`config.mk`:
```
export PLATFORM = sky130hd
export DESIGN_NAME = mem_arbiter
export DESIGN_NICKNAME = d
export VERILOG_FILES = /design/src/rtl/core_pkg.sv /design/src/rtl/starve_counter.sv /design/src/rtl/mem_arbiter.sv
export SDC_FILE = /design/constraint.sdc
export NUM_CORES = 1
export LEC_CHECK = 0
export ABC_AREA = 1
export BUFFER_PORTS_ARGS = -buffer_cell sky130_fd_sc_hd__buf_4
export CORE_ASPECT_RATIO = 2
export CORE_MARGIN = 4
export CORE_UTILIZATION = 40
export DETAILED_ROUTE_END_ITERATION = 8
export GPL_TIMING_DRIVEN = 1
export PLACE_DENSITY = 0.84
export REMOVE_ABC_BUFFERS = 1
export SLEW_MARGIN = 30
export SYNTH_ARGS = -nofsm -noshare
export SYNTH_HDL_FRONTEND = slang
export SYNTH_SLANG_ARGS = --single-unit
```
`constraint.sdc`:
```
create_clock -name clk -period 2 [get_ports clk]
set_input_delay 0.2 -clock clk [delete_from_list [all_inputs] [get_ports clk]]
set_output_delay 0.2 -clock clk [all_outputs]
set_load 0.02 [all_outputs]
```
`src/rtl/core_pkg.sv`:
```
// Shared core definitions: AddrMode encodings and memory-arbiter state type.
// Used by the memory arbiter and anything that drives or decodes AddrMode.
// No logic here; constants, types and one AddrMode helper only.
package core_pkg;

    localparam logic [3:0] ADDR_LB   = 4'b0000;
    localparam logic [3:0] ADDR_LH   = 4'b0001;
    localparam logic [3:0] ADDR_LW   = 4'b0010;
    localparam logic [3:0] ADDR_LBU  = 4'b0011;
    localparam logic [3:0] ADDR_LHU  = 4'b0100;
    localparam logic [3:0] ADDR_SB   = 4'b0101;
    localparam logic [3:0] ADDR_SH   = 4'b0110;
    localparam logic [3:0] ADDR_SW   = 4'b0111;
    localparam logic [3:0] ADDR_NONE = 4'b1000;

    typedef enum logic [1:0] {
        IDLE   = 2'd0,
        BUSY_I = 2'd1,
        BUSY_D = 2'd2
    } arb_state_t;

    // A data request carrying ADDR_NONE is a bubble, not a memory access.
    function automatic logic is_mem_access(input logic [3:0] mode);
        return mode != ADDR_NONE;
    endfunction

endpackage

```
`src/rtl/starve_counter.sv`:
```
// Saturating wait counter: counts cycles a requester is left waiting.
// Latency: sat reflects the registered count, one cycle after the last inc.
// Backpressure: none; clr has priority over inc.
module starve_counter #(
    parameter int unsigned LIMIT = 4
) (
    input  logic clk,
    input  logic rst_n,
    input  logic inc,
    input  logic clr,
    output logic sat
);

    localparam int unsigned W = $clog2(LIMIT + 1);
    localparam logic [W-1:0] MAX = W'(LIMIT);

    logic [W-1:0] cnt;

    always_ff @(posedge clk or negedge rst_n) begin
        if (!rst_n) begin
            cnt <= '0;
        end else if (clr) begin
            cnt <= '0;
        end else if (inc && (cnt != MAX)) begin
            cnt <= cnt + 1'b1;
        end
    end

    assign sat = (cnt == MAX);

endmodule

```
`src/rtl/mem_arbiter.sv`:
```
// Shares one single-port memory between instruction fetch and load/store.
// Latency: grant registered, mem_req next cycle; valid on the mem_ack cycle.
// Backpressure: requester holds req until its valid; stall_* freeze the pipe.
module mem_arbiter
    import core_pkg::*;
#(
    parameter int unsigned ADDR_WIDTH   = 32,
    parameter int unsigned DATA_WIDTH   = 32,
    parameter int unsigned STARVE_LIMIT = 4
) (
    input  logic                  clk,
    input  logic                  rst_n,
    input  logic                  if_req,
    input  logic [ADDR_WIDTH-1:0] if_addr,
    output logic [DATA_WIDTH-1:0] if_rdata,
    output logic                  if_valid,
    input  logic                  d_req,
    input  logic [ADDR_WIDTH-1:0] d_addr,
    input  logic [DATA_WIDTH-1:0] d_wdata,
    input  logic [3:0]            d_addrmode,
    output logic [DATA_WIDTH-1:0] d_rdata,
    output logic                  d_valid,
    output logic                  mem_req,
    output logic [ADDR_WIDTH-1:0] mem_addr,
    output logic [DATA_WIDTH-1:0] mem_wdata,
    output logic [3:0]            mem_addrmode,
    input  logic [DATA_WIDTH-1:0] mem_rdata,
    input  logic                  mem_ack,
    output logic                  stall_if,
    output logic                  stall_mem
);

    arb_state_t state, state_nxt;
    logic       arb_pt;
    logic       if_cand, d_cand;
    logic       grant_i, grant_d;
    logic       starve_sat, starve_inc;

    // The requester being acked still has req high this cycle, so it is masked out.
    assign arb_pt  = (state == IDLE) || mem_ack;
    assign if_cand = if_req && (state != BUSY_I);
    assign d_cand  = d_req && is_mem_access(d_addrmode) && (state != BUSY_D);

    always_comb begin
        state_nxt = state;
        grant_i   = 1'b0;
        grant_d   = 1'b0;
        if (arb_pt) begin
            if (if_cand && starve_sat) begin
                grant_i = 1'b1;
            end else if (d_cand) begin
                grant_d = 1'b1;
            end else if (if_cand) begin
                grant_i = 1'b1;
            end
            if (grant_i) begin
                state_nxt = BUSY_I;
            end else if (grant_d) begin
                state_nxt = BUSY_D;
            end else begin
                state_nxt = IDLE;
            end
        end
    end

    always_ff @(posedge clk or negedge rst_n) begin
        if (!rst_n) begin
            state <= IDLE;
        end else begin
            state <= state_nxt;
        end
    end

    // Winner's request is frozen here so the memory sees a stable transaction.
    always_ff @(posedge clk or negedge rst_n) begin
        if (!rst_n) begin
            mem_addr     <= '0;
            mem_wdata    <= '0;
            mem_addrmode <= ADDR_NONE;
        end else if (grant_i) begin
            mem_addr     <= if_addr;
            mem_wdata    <= '0;
            mem_addrmode <= ADDR_LW;
        end else if (grant_d) begin
            mem_addr     <= d_addr;
            mem_wdata    <= d_wdata;
            mem_addrmode <= d_addrmode;
        end
    end

    assign starve_inc = if_req && (state != BUSY_I);

    starve_counter #(
        .LIMIT (STARVE_LIMIT)
    ) u_starve (
        .clk   (clk),
        .rst_n (rst_n),
        .inc   (starve_inc),
        .clr   (grant_i),
        .sat   (starve_sat)
    );

    assign mem_req   = (state != IDLE);
    assign if_valid  = mem_ack && (state == BUSY_I);
    assign d_valid   = mem_ack && (state == BUSY_D);
    assign if_rdata  = mem_rdata;
    assign d_rdata   = mem_rdata;
    assign stall_if  = if_req && !if_valid;
    assign stall_mem = d_req && !d_valid;

endmodule

```
==> results.py, run 1 <==
metrics = {
    "status": {
        "outcome": "finished clean",
    },
    "setup_path": {
        "cp_max_fo": 33,
        "r2r_setup_slack_ns": 0.24,
        "cp-start-kind": "flop",
        "timing.rr.start": "u_starve.cnt[0]",
        "reg2regPathDepth": 10,
        "worstSetupPathType": "reg -> reg",
        "cp.required_ns": 2.26,
        "endpoint_kind": "flop",
        "worstPathArrival_ns": 2.02,
        "rr_endpoint": "mem_addr[12]",
    },
    "power_and_ir_drop": {
        "clock_power_share_pct": 22.1,
        "finalPower_uw": 8550,
        "power_density_nw_per_um2": 1570,
        "combPwrFrac_pct": 47.0,
        "swShare_pct": 40.5,
        "p_switching_uw": 3470,
        "ir_drop_mv": 0.673,
        "p_int_uw": 5080,
        "seq_power_share_pct": 30.9,
        "p_leak_uw": 0.00318,
    },
    "drt": {
        "routed-via-count": 3872,
        "wire_per_inst_um": 18.0,
        "drc_errors": 0,
        "via_per_inst": 4.91,
        "wl_mm": 14.1,
        "ant_nets": 0,
        "firstDrtPassIters": 5,
        "first_iter_violations": 176,
    },
    "synth": {
        "ys.flop_type": "dfrtp_1",
        "muxShareOfSynthArea_pct": 0,
        "synthAdderAreaFrac_pct": 0.609,
        "yosysUniqueCellTypes": 23,
        "ys_seq_area_share_pct": 44.5,
        "async_reset_ff_share_pct": 100,
        "synth_cells": 543,
        "synth_warnings": 0,
        "ys_top_cells_by_area": "dfrtp_1 44%, nand2_1 16%, buf_4 12%",
        "ys_ff_latch": 73,
        "synth_top_family_by_area": "simple AND/OR/NAND/NOR gates",
        "syn_avg_cell_area_um2": 7.56,
        "syn_area_um2": 4110,
        "netlist.area_leader.share_pct": 43.9,
        "yosys.area_share.simple_pct": 31.0,
        "synth_area_leader_cell": "dfrtp_1",
        "synthXorXnorAreaFrac_pct": 0,
        "synth_compound_area_share_pct": 1.65,
        "synth-edff-count": 0,
    },
    "placement": {
        "place.gp.congestion": 0.858,
        "dp_hpwl_mm": 11.5,
        "placed_cell_area_um2": 5060,
        "dp_cells": 771,
        "io_buffers": 177,
    },
    "clocking": {
        "post_cts_resized": 0,
        "root_buffer": "clkbuf_16",
        "cts_sinks": 73,
        "tritoncts": "built",
        "insertion_delay_ns": 0.32,
        "clk_transition_reported_paths_ns": 0.06,
        "post_cts_buffers": 0,
        "cts_buffers": 9,
        "clockBufferDepth": 2,
        "h-tree-depth": 3,
    },
    "worst_hold_path": {
        "min_path_cells": 2,
        "hold_path.class": "in -> reg",
        "whs_endpoint": "state[0]",
        "hold_path.startpoint": "mem_ack",
    },
    "grt": {
        "use_met2_pct": 38.0,
        "track_usage_pct": 23.3,
        "grt.overflow.total": 0,
        "top_usage_layer": "met2",
        "gr-usage-met1_pct": 24.8,
        "antenna_found_initial": 0,
        "grt_first_pass_wirelength_mm": 20.9,
        "grt_pass1_vias": 3982,
        "grt_max_degree": 74,
        "met3_usage_pct": 11.3,
    },
    "floorplanning": {
        "rows": 52,
        "start_util_pct": 40.7,
        "core_area_um2": 10100,
        "io_pins": 274,
        "die-area_um2": 12000,
        "die_h_um": 151,
        "die_w_um": 79.6,
    },
    "finish": {
        "fin_cells": 788,
        "nets": 787,
        "antennaDiodeCount": 0,
        "finish.instance_area_um2": 5430,
        "fillers": 963,
        "layout-drive-gt1-share_pct": 32.0,
        "synthToLayoutAreaGrowth_pct": 32.3,
    },
    "timing": {
        "slew_violations": 0,
        "setup_viol": 0,
        "rsz0062_at_grt": "no",
        "post-route-period-util_pct": 88.2,
        "fin_worst_skew_ns": 0.00825,
        "max_slew_margin_pct": 56.2,
        "fmax_ghz": 0.567,
        "finalHoldViolCount": 0,
        "fin_crit_ns": 1.76,
        "worst_pin_slew_ns": 0.657,
        "totalNegativeSetupSlack_ns": 0,
    },
    "job": {
        "drv_cap": 0,
    },
}
-- area by class of cell --
cell class	count	area [um^2]	area share, %
clock buffers	12	267	4.90
multi-input cells	301	1370	25.1
well taps	135	169	3.11
clock inverters	4	97.6	1.80
flip-flops and latches	73	1830	33.6
repair buffers	187	1420	26.2
inverters	76	285	5.25
-- Yosys cell counts (2+ instances only) --
| cell type | instances |
|---|---|
| inv_1 | 73 |
| clkbuf_1 | 17 |
| inv_2 | 2 |
| ha_1 | 2 |
| nand2_2 | 2 |
| o21ai_0 | 7 |
| nand2_1 | 172 |
| buf_2 | 7 |
| nand3_1 | 68 |
| a21oi_1 | 2 |
| buf_6 | 4 |
| nand4_1 | 36 |
| buf_4 | 64 |
| nor2_1 | 7 |
| dfrtp_1 | 72 |
-- flip-flops by register name, summed over array words and instances, names as in the netlist --
register / count
state: 2
mem_addrmode: 4
mem_wdata: 32
u_starve.cnt: 3
mem_addr: 32
-- cells in the final DEF, fill, tap and decap left out, drive strengths merged --
cell	instances
buf	186
nand2	175
inv	75
dfrtp	72
nand3	68
nand4	36
clkbuf	12
nor2	7
o21ai	7
bufinv	3
a21oi	3
ha	2
clkinv	1
and2	1
a31oi	1
nor3	1
clkinvlp	1
dlygate4sd3	1
dfstp	1
-- layer usage --
metal	routed length (um)	share of wire, %
met5	54	0.38
met4	535	3.8
met3	1860	13
met2	7010	50
met1	4680	33
-- critical path: stages, from the launching register on --
cell and delay, ns:
dfrtp_1 0.35, inv_1 0.07, ha_1 0.19, nand2_1 0.08
inv_1 0.07, nand3_1 0.10, nand4_1 0.15, nand2_2 0.12
buf_4 0.32, nand3_1 0.13, nand2_1 0.09
-- kinds of logic (layout without fill, tap and decap cells) --
group	count (synthesis)	count (layout)
and+or+nand+nor	288	288
adders and majority gates	2	2
AOI/OAI and AO/OA	11	11
buffers and inverters	169	279
DFF	73	73
-- power by group through the flow --
stage | clock [uW] | combinational (uW) | sequential, uW
floorplan | 0 | 1320 | 3420
CTS | 1940 | 4060 | 2640
global placement | 0 | 3920 | 2630
finish | 1890 | 4020 | 2640
detailed placement | 0 | 4060 | 2640
global route | 2000 | 4400 | 2720
-- worst max path at each step --
stage | from | endpoint | cells after the start
floorplan | state[1] | mem_addr[0] | 7
global placement | state[1] | mem_addr[12] | 7
detailed placement | state[1] | mem_addr[12] | 7
CTS | u_starve.cnt[0] | mem_addr[12] | 10
global route | u_starve.cnt[0] | mem_addr[31] | 10
finish | u_starve.cnt[0] | mem_addr[12] | 10
-- per-stage QoR --
stage,worst slack (ns),hold slack [ns],util [%]
floorplan,-1.03,-0.0956,-
global placement,0.360,0.367,50.1
detailed placement,0.273,0.395,50.1
CTS,0.263,0.0451,53.7
global route,0.0622,0.0802,53.9
finish,0.237,0.0856,53.9
-- repair_timing --
| item | CTS | global route |
|---|---|---|
| endpoints found under the hold margin | 0 | 72 |
| setup endpoints to repair | 0 | 0 |
| hold buffers | 0 | 1 |
Note: power is estimated with default switching activity, not from simulation.
==> run 2: changes to the inputs <==
- ABC_AREA: 1 -> not set
- CORE_AREA: not set -> 4 4 103 105
- CORE_ASPECT_RATIO: 2 -> not set
- CORE_MARGIN: 4 -> not set
- CORE_UTILIZATION: 40 -> not set
- DIE_AREA: not set -> 0 0 107 109
- PLACE_DENSITY: 0.84 -> 0.82
- RECOVER_POWER: not set -> 100
==> run 2 against run 1 <==
Compared with the run above:
- combinational power fell by 16%
- flip-flop and latch count did not move
- synthesized area fell by 12%
- clock skew rose by 0.0015 ns
- design area fell by 17%
- non-clock buffer count fell by 1
- setup slack got worse by 0.16 ns
- first-iteration DRC count fell by 4.0%
- die area fell by 3.2%
==> results.py, run 2 <==
metrics = {
    "finish": {
        "layout_common_cells": "105 x buf_4, 74 x clkbuf_1, 72 x nand2_1, 72 x dfrtp_1, 36 x nor2_1",
        "synthToLayoutAreaGrowth_pct": 25.7,
        "fillers": 979,
        "antennaDiodeCount": 0,
        "layout-drive-gt1-share_pct": 27.5,
        "nets": 617,
        "finish.instance_area_um2": 4530,
        "reg.largest.list": "mem_addr (32), mem_wdata (32), mem_addrmode (4)",
        "mostFrequentLayoutCell": "buf_4",
    },
    "synth": {
        "ys.flop_type": "dfrtp_1",
        "async_reset_ff_share_pct": 100,
        "ys_top_cells_by_area": "dfrtp_1 50%, buf_4 14%, a22o_1 8.5%",
        "yosysUniqueCellTypes": 30,
        "synthTopCellsByCount": "72 x dfrtp_1, 72 x nand2_1, 65 x buf_4",
        "ys_ff_latch": 73,
        "synth_cells": 368,
        "netlist.area_leader.share_pct": 50.0,
        "synth_warnings": 0,
        "ys_seq_area_share_pct": 50.7,
        "syn_avg_cell_area_um2": 9.79,
        "syn_area_um2": 3600,
        "synth_area_leader_cell": "dfrtp_1",
        "synth-edff-count": 0,
    },
    "setup_path": {
        "crit_family": "compound AO/OA/AOI/OAI gates",
        "endpoint_kind": "flop",
        "reg2regPathDepth": 8,
        "slowest_stage": "dfrtp_1",
        "timing.rr.start": "u_starve.cnt[0]",
        "cp-start-kind": "flop",
        "cpPeakStageDelay_ns": 0.39,
        "crit_chain": "inv_1 > ha_1 > a311oi_1 > a31o_1 > and2_2 > buf_12 > nand2_1 > a31oi_1",
        "crit_buf_inv": 2,
        "r2r_setup_slack_ns": 0.07,
        "cp.required_ns": 2.23,
        "worstSetupPathType": "reg -> reg",
        "rr_endpoint": "mem_addr[16]",
        "worstPathArrival_ns": 2.16,
        "cp_max_fo": 26,
    },
    "grt": {
        "grt.overflow.total": 0,
        "grt_max_degree": 48,
        "grt_first_pass_wirelength_mm": 16.8,
        "grt_pass1_vias": 3038,
        "track_usage_pct": 19.3,
        "antenna_found_initial": 0,
    },
    "worst_hold_path": {
        "hold_path.startpoint": "d_wdata[10]",
        "whs_endpoint": "mem_wdata[10]",
        "min_path_cells": 2,
        "hold_path.class": "in -> reg",
    },
    "floorplanning": {
        "core_area_um2": 9640,
        "start_util_pct": 37.4,
        "die-area_um2": 11700,
        "die_w_um": 107,
        "io_pins": 274,
        "rows": 36,
        "die_h_um": 109,
    },
    "timing": {
        "finalHoldViolCount": 0,
        "rsz0062_at_grt": "no",
        "slew_violations": 0,
        "hold_slack_ns": 0.0758,
        "post-route-period-util_pct": 96.3,
        "fin_crit_ns": 1.93,
        "max_slew_margin_pct": 42.7,
        "worst_pin_slew_ns": 0.859,
        "setup_slack_ns": 0.0749,
        "fmax_ghz": 0.519,
        "fin_worst_skew_ns": 0.00972,
        "setup_viol": 0,
    },
    "clocking": {
        "insertion_delay_ns": 0.34,
        "post_cts_buffers": 0,
        "clk_transition_reported_paths_ns": 0.08,
        "cts_buffers": 9,
        "h-tree-depth": 3,
        "cts_sinks": 73,
        "root_buffer": "clkbuf_8",
        "tritoncts": "built",
        "clockBufferDepth": 2,
    },
    "power_and_ir_drop": {
        "power_density_nw_per_um2": 1560,
        "finalPower_uw": 7080,
        "p_leak_uw": 0.00216,
        "ir_drop_mv": 0.562,
    },
    "job": {
        "drv_cap": 0,
    },
    "drt": {
        "drc_errors": 0,
        "via_per_inst": 5.02,
        "ant_nets": 0,
        "routed-via-count": 3091,
        "first_iter_violations": 169,
        "wl_mm": 11.5,
        "wire_per_inst_um": 18.7,
        "firstDrtPassIters": 4,
    },
    "placement": {
        "io_buffers": 177,
        "dp_hpwl_mm": 9.02,
        "place.gp.congestion": 0.829,
        "placed_cell_area_um2": 4610,
        "pre_cts_slack_ns": 0.108,
    },
    "status": {
        "outcome": "finished clean",
    },
}
[run 2: repair_timing]
action,CTS,global route
hold buffers,1,0
hold endpoints to repair,34,0
endpoints found under the setup margin,0,1
resized for setup,0,1
[run 2: layout make-up]
cell class	instances	area (um^2)	area share [%]
Clock buffer	11	141	3.12
Sequential cell	73	1830	40.4
Inverter	5	18.8	0.415
Multi-Input combinational cell	203	1140	25.2
Clock inverter	5	55.1	1.22
Timing Repair Buffer	186	1180	26.0
Tap cell	133	166	3.68
[run 2: worst reg2reg max path: stages, from the launching register on]
cell and delay (ns):
dfrtp_1 0.39, inv_1 0.06, ha_1 0.23, a311oi_1 0.27, a31o_1 0.15, and2_2 0.21, buf_12 0.18, nand2_1 0.12
a31oi_1 0.23
[run 2: metal layers]
metal / GRT usage [%] / vias to the layer above / wire, um
met1: 24.2 / 1428 / 5010
met2: 24.7 / 244 / 4380
met4: 5.39 / 4 / 153
li1: - / 1402 / -
met5: 8.04 / - / 89
met3: 15.2 / 13 / 1910
[run 2: power breakdown]
| part | switching [uW] | internal, uW |
|---|---|---|
| combinational | 2170 | 1210 |
| clock | 526 | 606 |
| sequential | 410 | 2160 |
[run 2: cell families after synthesis]
family / after synthesis / synth area share (%)
buf+inv: 92 / 18.1
fa+ha+maj: 2 / 0.695
mux: 1 / 0.278
flops: 73 / 50.7
simple gates: 124 / 14.3
compound gates: 76 / 15.9
[run 2: worst max path at each step]
stage / from / to / slack, ns / depth (start not counted)
floorplan: u_starve.cnt[0] / state[0] / -2.07 / 6
global placement: d_addrmode[0] / mem_wdata[13] / 0.21 / 6
detailed placement: u_starve.cnt[0] / mem_addr[16] / 0.11 / 8
CTS: u_starve.cnt[0] / mem_addr[16] / 0.07 / 8
global route: u_starve.cnt[0] / mem_addr[16] / 0.003 / 8
finish: u_starve.cnt[0] / mem_addr[16] / 0.07 / 8
[run 2: through the flow]
step / std cells / TNS, ns / util [%]
detailed placement: 599 / 0 / 47.8
global placement: 599 / 0 / 47.8
finish: 616 / 0 / 47.0
CTS: 616 / 0 / 49.9
floorplan: 281 / -88.07 / -
global route: 616 / 0 / 47.0
==> run 3: changes to the inputs <==
- ABC_AREA: not set -> 1
- CORE_AREA: 4 4 103 105 -> not set
- CORE_ASPECT_RATIO: not set -> 2
- CORE_MARGIN: not set -> 4
- CORE_UTILIZATION: not set -> 40
- DIE_AREA: 0 0 107 109 -> not set
- PLACE_DENSITY: 0.82 -> 0.84
==> run 3 against run 2 <==
Compared with the run above:
- register-to-register slack better by 0.09 ns
- combinational power is 1% higher
- routed wire length is 23% higher
- die area is 3.3% higher
- largest cell class unchanged
- flip-flop and latch count stayed put
- critical path type unchanged
- design area is 14% higher
- via count is 25% higher
- maximum frequency is 5.0% higher
- total power is 12% higher
- global-route usage is 3.9 points higher
==> results.py, run 3 (synthesis results as in run 1) <==
metrics = {
    "status": {
        "outcome": "finished clean",
    },
    "setup_path": {
        "cpPeakStageDelay_ns": 0.46,
        "worstSetupPathType": "reg -> reg",
        "cp-start-kind": "flop",
        "cpMostUsedCell": "nand2_1",
        "endpoint_kind": "flop",
        "slowest_stage": "dfrtp_1",
        "cp_max_fo": 32,
        "cp.required_ns": 2.21,
        "crit_chain": "inv_1 > nand2_1 > nand2_1 > a21oi_4 > clkbuf_4 > nand3_1 > nand3_1 > nand2_1",
        "worstPathArrival_ns": 2.04,
    },
    "job": {
        "drv_cap": 0,
    },
    "clocking": {
        "post_cts_resized": 0,
        "tritoncts": "built",
        "insertion_delay_ns": 0.32,
        "cts_sinks": 73,
        "clk_transition_reported_paths_ns": 0.06,
        "h-tree-depth": 3,
        "clockBufferDepth": 2,
        "cts_buffers": 9,
        "root_buffer": "clkbuf_16",
    },
    "finish": {
        "nets": 787,
        "layout-drive-gt1-share_pct": 20.7,
        "synthToLayoutAreaGrowth_pct": 25.5,
        "layout_common_cells": "173 x nand2_1, 110 x buf_4, 75 x inv_1",
        "fin_cells": 788,
        "reg.largest.list": "mem_addr (32), mem_wdata (32), mem_addrmode (4)",
        "mostFrequentLayoutCell": "nand2_1",
        "multi_input_area_um2": 1360,
        "fillers": 1037,
        "regArea_um2": 1830,
        "antennaDiodeCount": 0,
    },
    "drt": {
        "wl_mm": 14.2,
        "ant_nets": 0,
        "wire_per_inst_um": 18.0,
        "via_per_inst": 4.90,
        "routed-via-count": 3862,
        "firstDrtPassIters": 4,
        "drc_errors": 0,
        "first_iter_violations": 171,
    },
    "timing": {
        "fmax_ghz": 0.545,
        "totalNegativeSetupSlack_ns": 0,
        "setup_slack_ns": 0.167,
        "worst_pin_slew_ns": 0.987,
        "rsz0062_at_grt": "no",
        "post-route-period-util_pct": 91.7,
        "slew_violations": 0,
        "fin_crit_ns": 1.83,
        "max_slew_margin_pct": 34.2,
        "finalHoldViolCount": 0,
        "fin_worst_skew_ns": 0.00845,
        "setup_viol": 0,
    },
    "floorplanning": {
        "die-area_um2": 12000,
        "start_util_pct": 40.7,
        "io_pins": 274,
        "rows": 52,
        "core_area_um2": 10100,
        "die_w_um": 79.6,
        "die_h_um": 151,
    },
    "grt": {
        "track_usage_pct": 23.3,
        "grt.overflow.total": 0,
        "grt_first_pass_wirelength_mm": 20.9,
        "antenna_found_initial": 0,
        "grt_pass1_vias": 3982,
        "grt_max_degree": 74,
    },
    "placement": {
        "pre_cts_slack_ns": 0.273,
        "place.gp.congestion": 0.858,
        "dp_cells": 771,
        "io_buffers": 177,
        "dp_hpwl_mm": 11.5,
    },
    "power_and_ir_drop": {
        "power_density_nw_per_um2": 1540,
        "p_leak_uw": 0.00290,
        "ir_drop_mv": 0.630,
    },
    "worst_hold_path": {
        "hold_path.class": "in -> reg",
    },
}
[run 3: path summary, 6_finish.rpt]
kind | startpoint | slack (ns) | to | cells after the start
worst max-delay path | state[1] | 0.17 | mem_addr[12] | 8
min in group asynchronous | rst_n | 0.61 | mem_wdata[10] | 2
worst min register to register | mem_wdata[21] | 0.47 | mem_wdata[21] | 2
max in group asynchronous | rst_n | 0.76 | mem_wdata[15] | 2
worst max register to register | state[1] | 0.17 | mem_addr[12] | 8
worst min-delay path | mem_ack | 0.08 | state[0] | 2
[run 3: final cells by class]
| class | instances | share of cell area, % |
|---|---|---|
| Sequential cell | 73 | 35.5 |
| Clock inverter | 4 | 1.89 |
| Clock buffer | 12 | 5.17 |
| Tap cell | 135 | 3.28 |
| Inverter | 76 | 5.54 |
| Timing Repair Buffer | 187 | 22.2 |
| Multi-Input combinational cell | 301 | 26.4 |
[run 3: worst max-delay path: cells and delay by family (launching register included)]
kind,cells,cell delay (ns)
AND/OR/NAND/NOR,5,0.58
buffers and inverters,2,0.50
flip-flops,1,0.46
AO/OA/AOI/OAI,1,0.17
[run 3: report_power, final]
group          switching [uW]  leakage (uW)  total (uW)  internal (uW)
combinational            2460       0.00182        3420            963
clock                     570      0.000175        1890           1320
sequential                419      0.000909        2620           2200
[run 3: per-layer routing]
layer	track usage (%)	vias to the layer above	wire length [um]
li1	-	1841	-
met1	24.8	1765	4740
met2	38.0	229	6970
met3	11.3	25	1850
met4	10.5	2	549
met5	4.55	-	54
[run 3: metrics by stage]
| stage | util, % | total power, uW | hold WS [ns] | area [um^2] |
|---|---|---|---|---|
| floorplan | - | 4750 | -0.0956 | 3480 |
| global placement | 50.1 | 6560 | 0.367 | 5060 |
| detailed placement | 50.1 | 6710 | 0.395 | 5060 |
| CTS | 53.7 | 8640 | 0.0451 | 5420 |
| global route | 51.1 | 8510 | 0.0802 | 5150 |
| finish | 51.1 | 7940 | 0.0847 | 5150 |
[run 3: timing repair]
item                                   in CTS  in global routing
setup buffers                               0                  0
endpoints found under the hold margin       0                 72
hold buffers                                0                  1
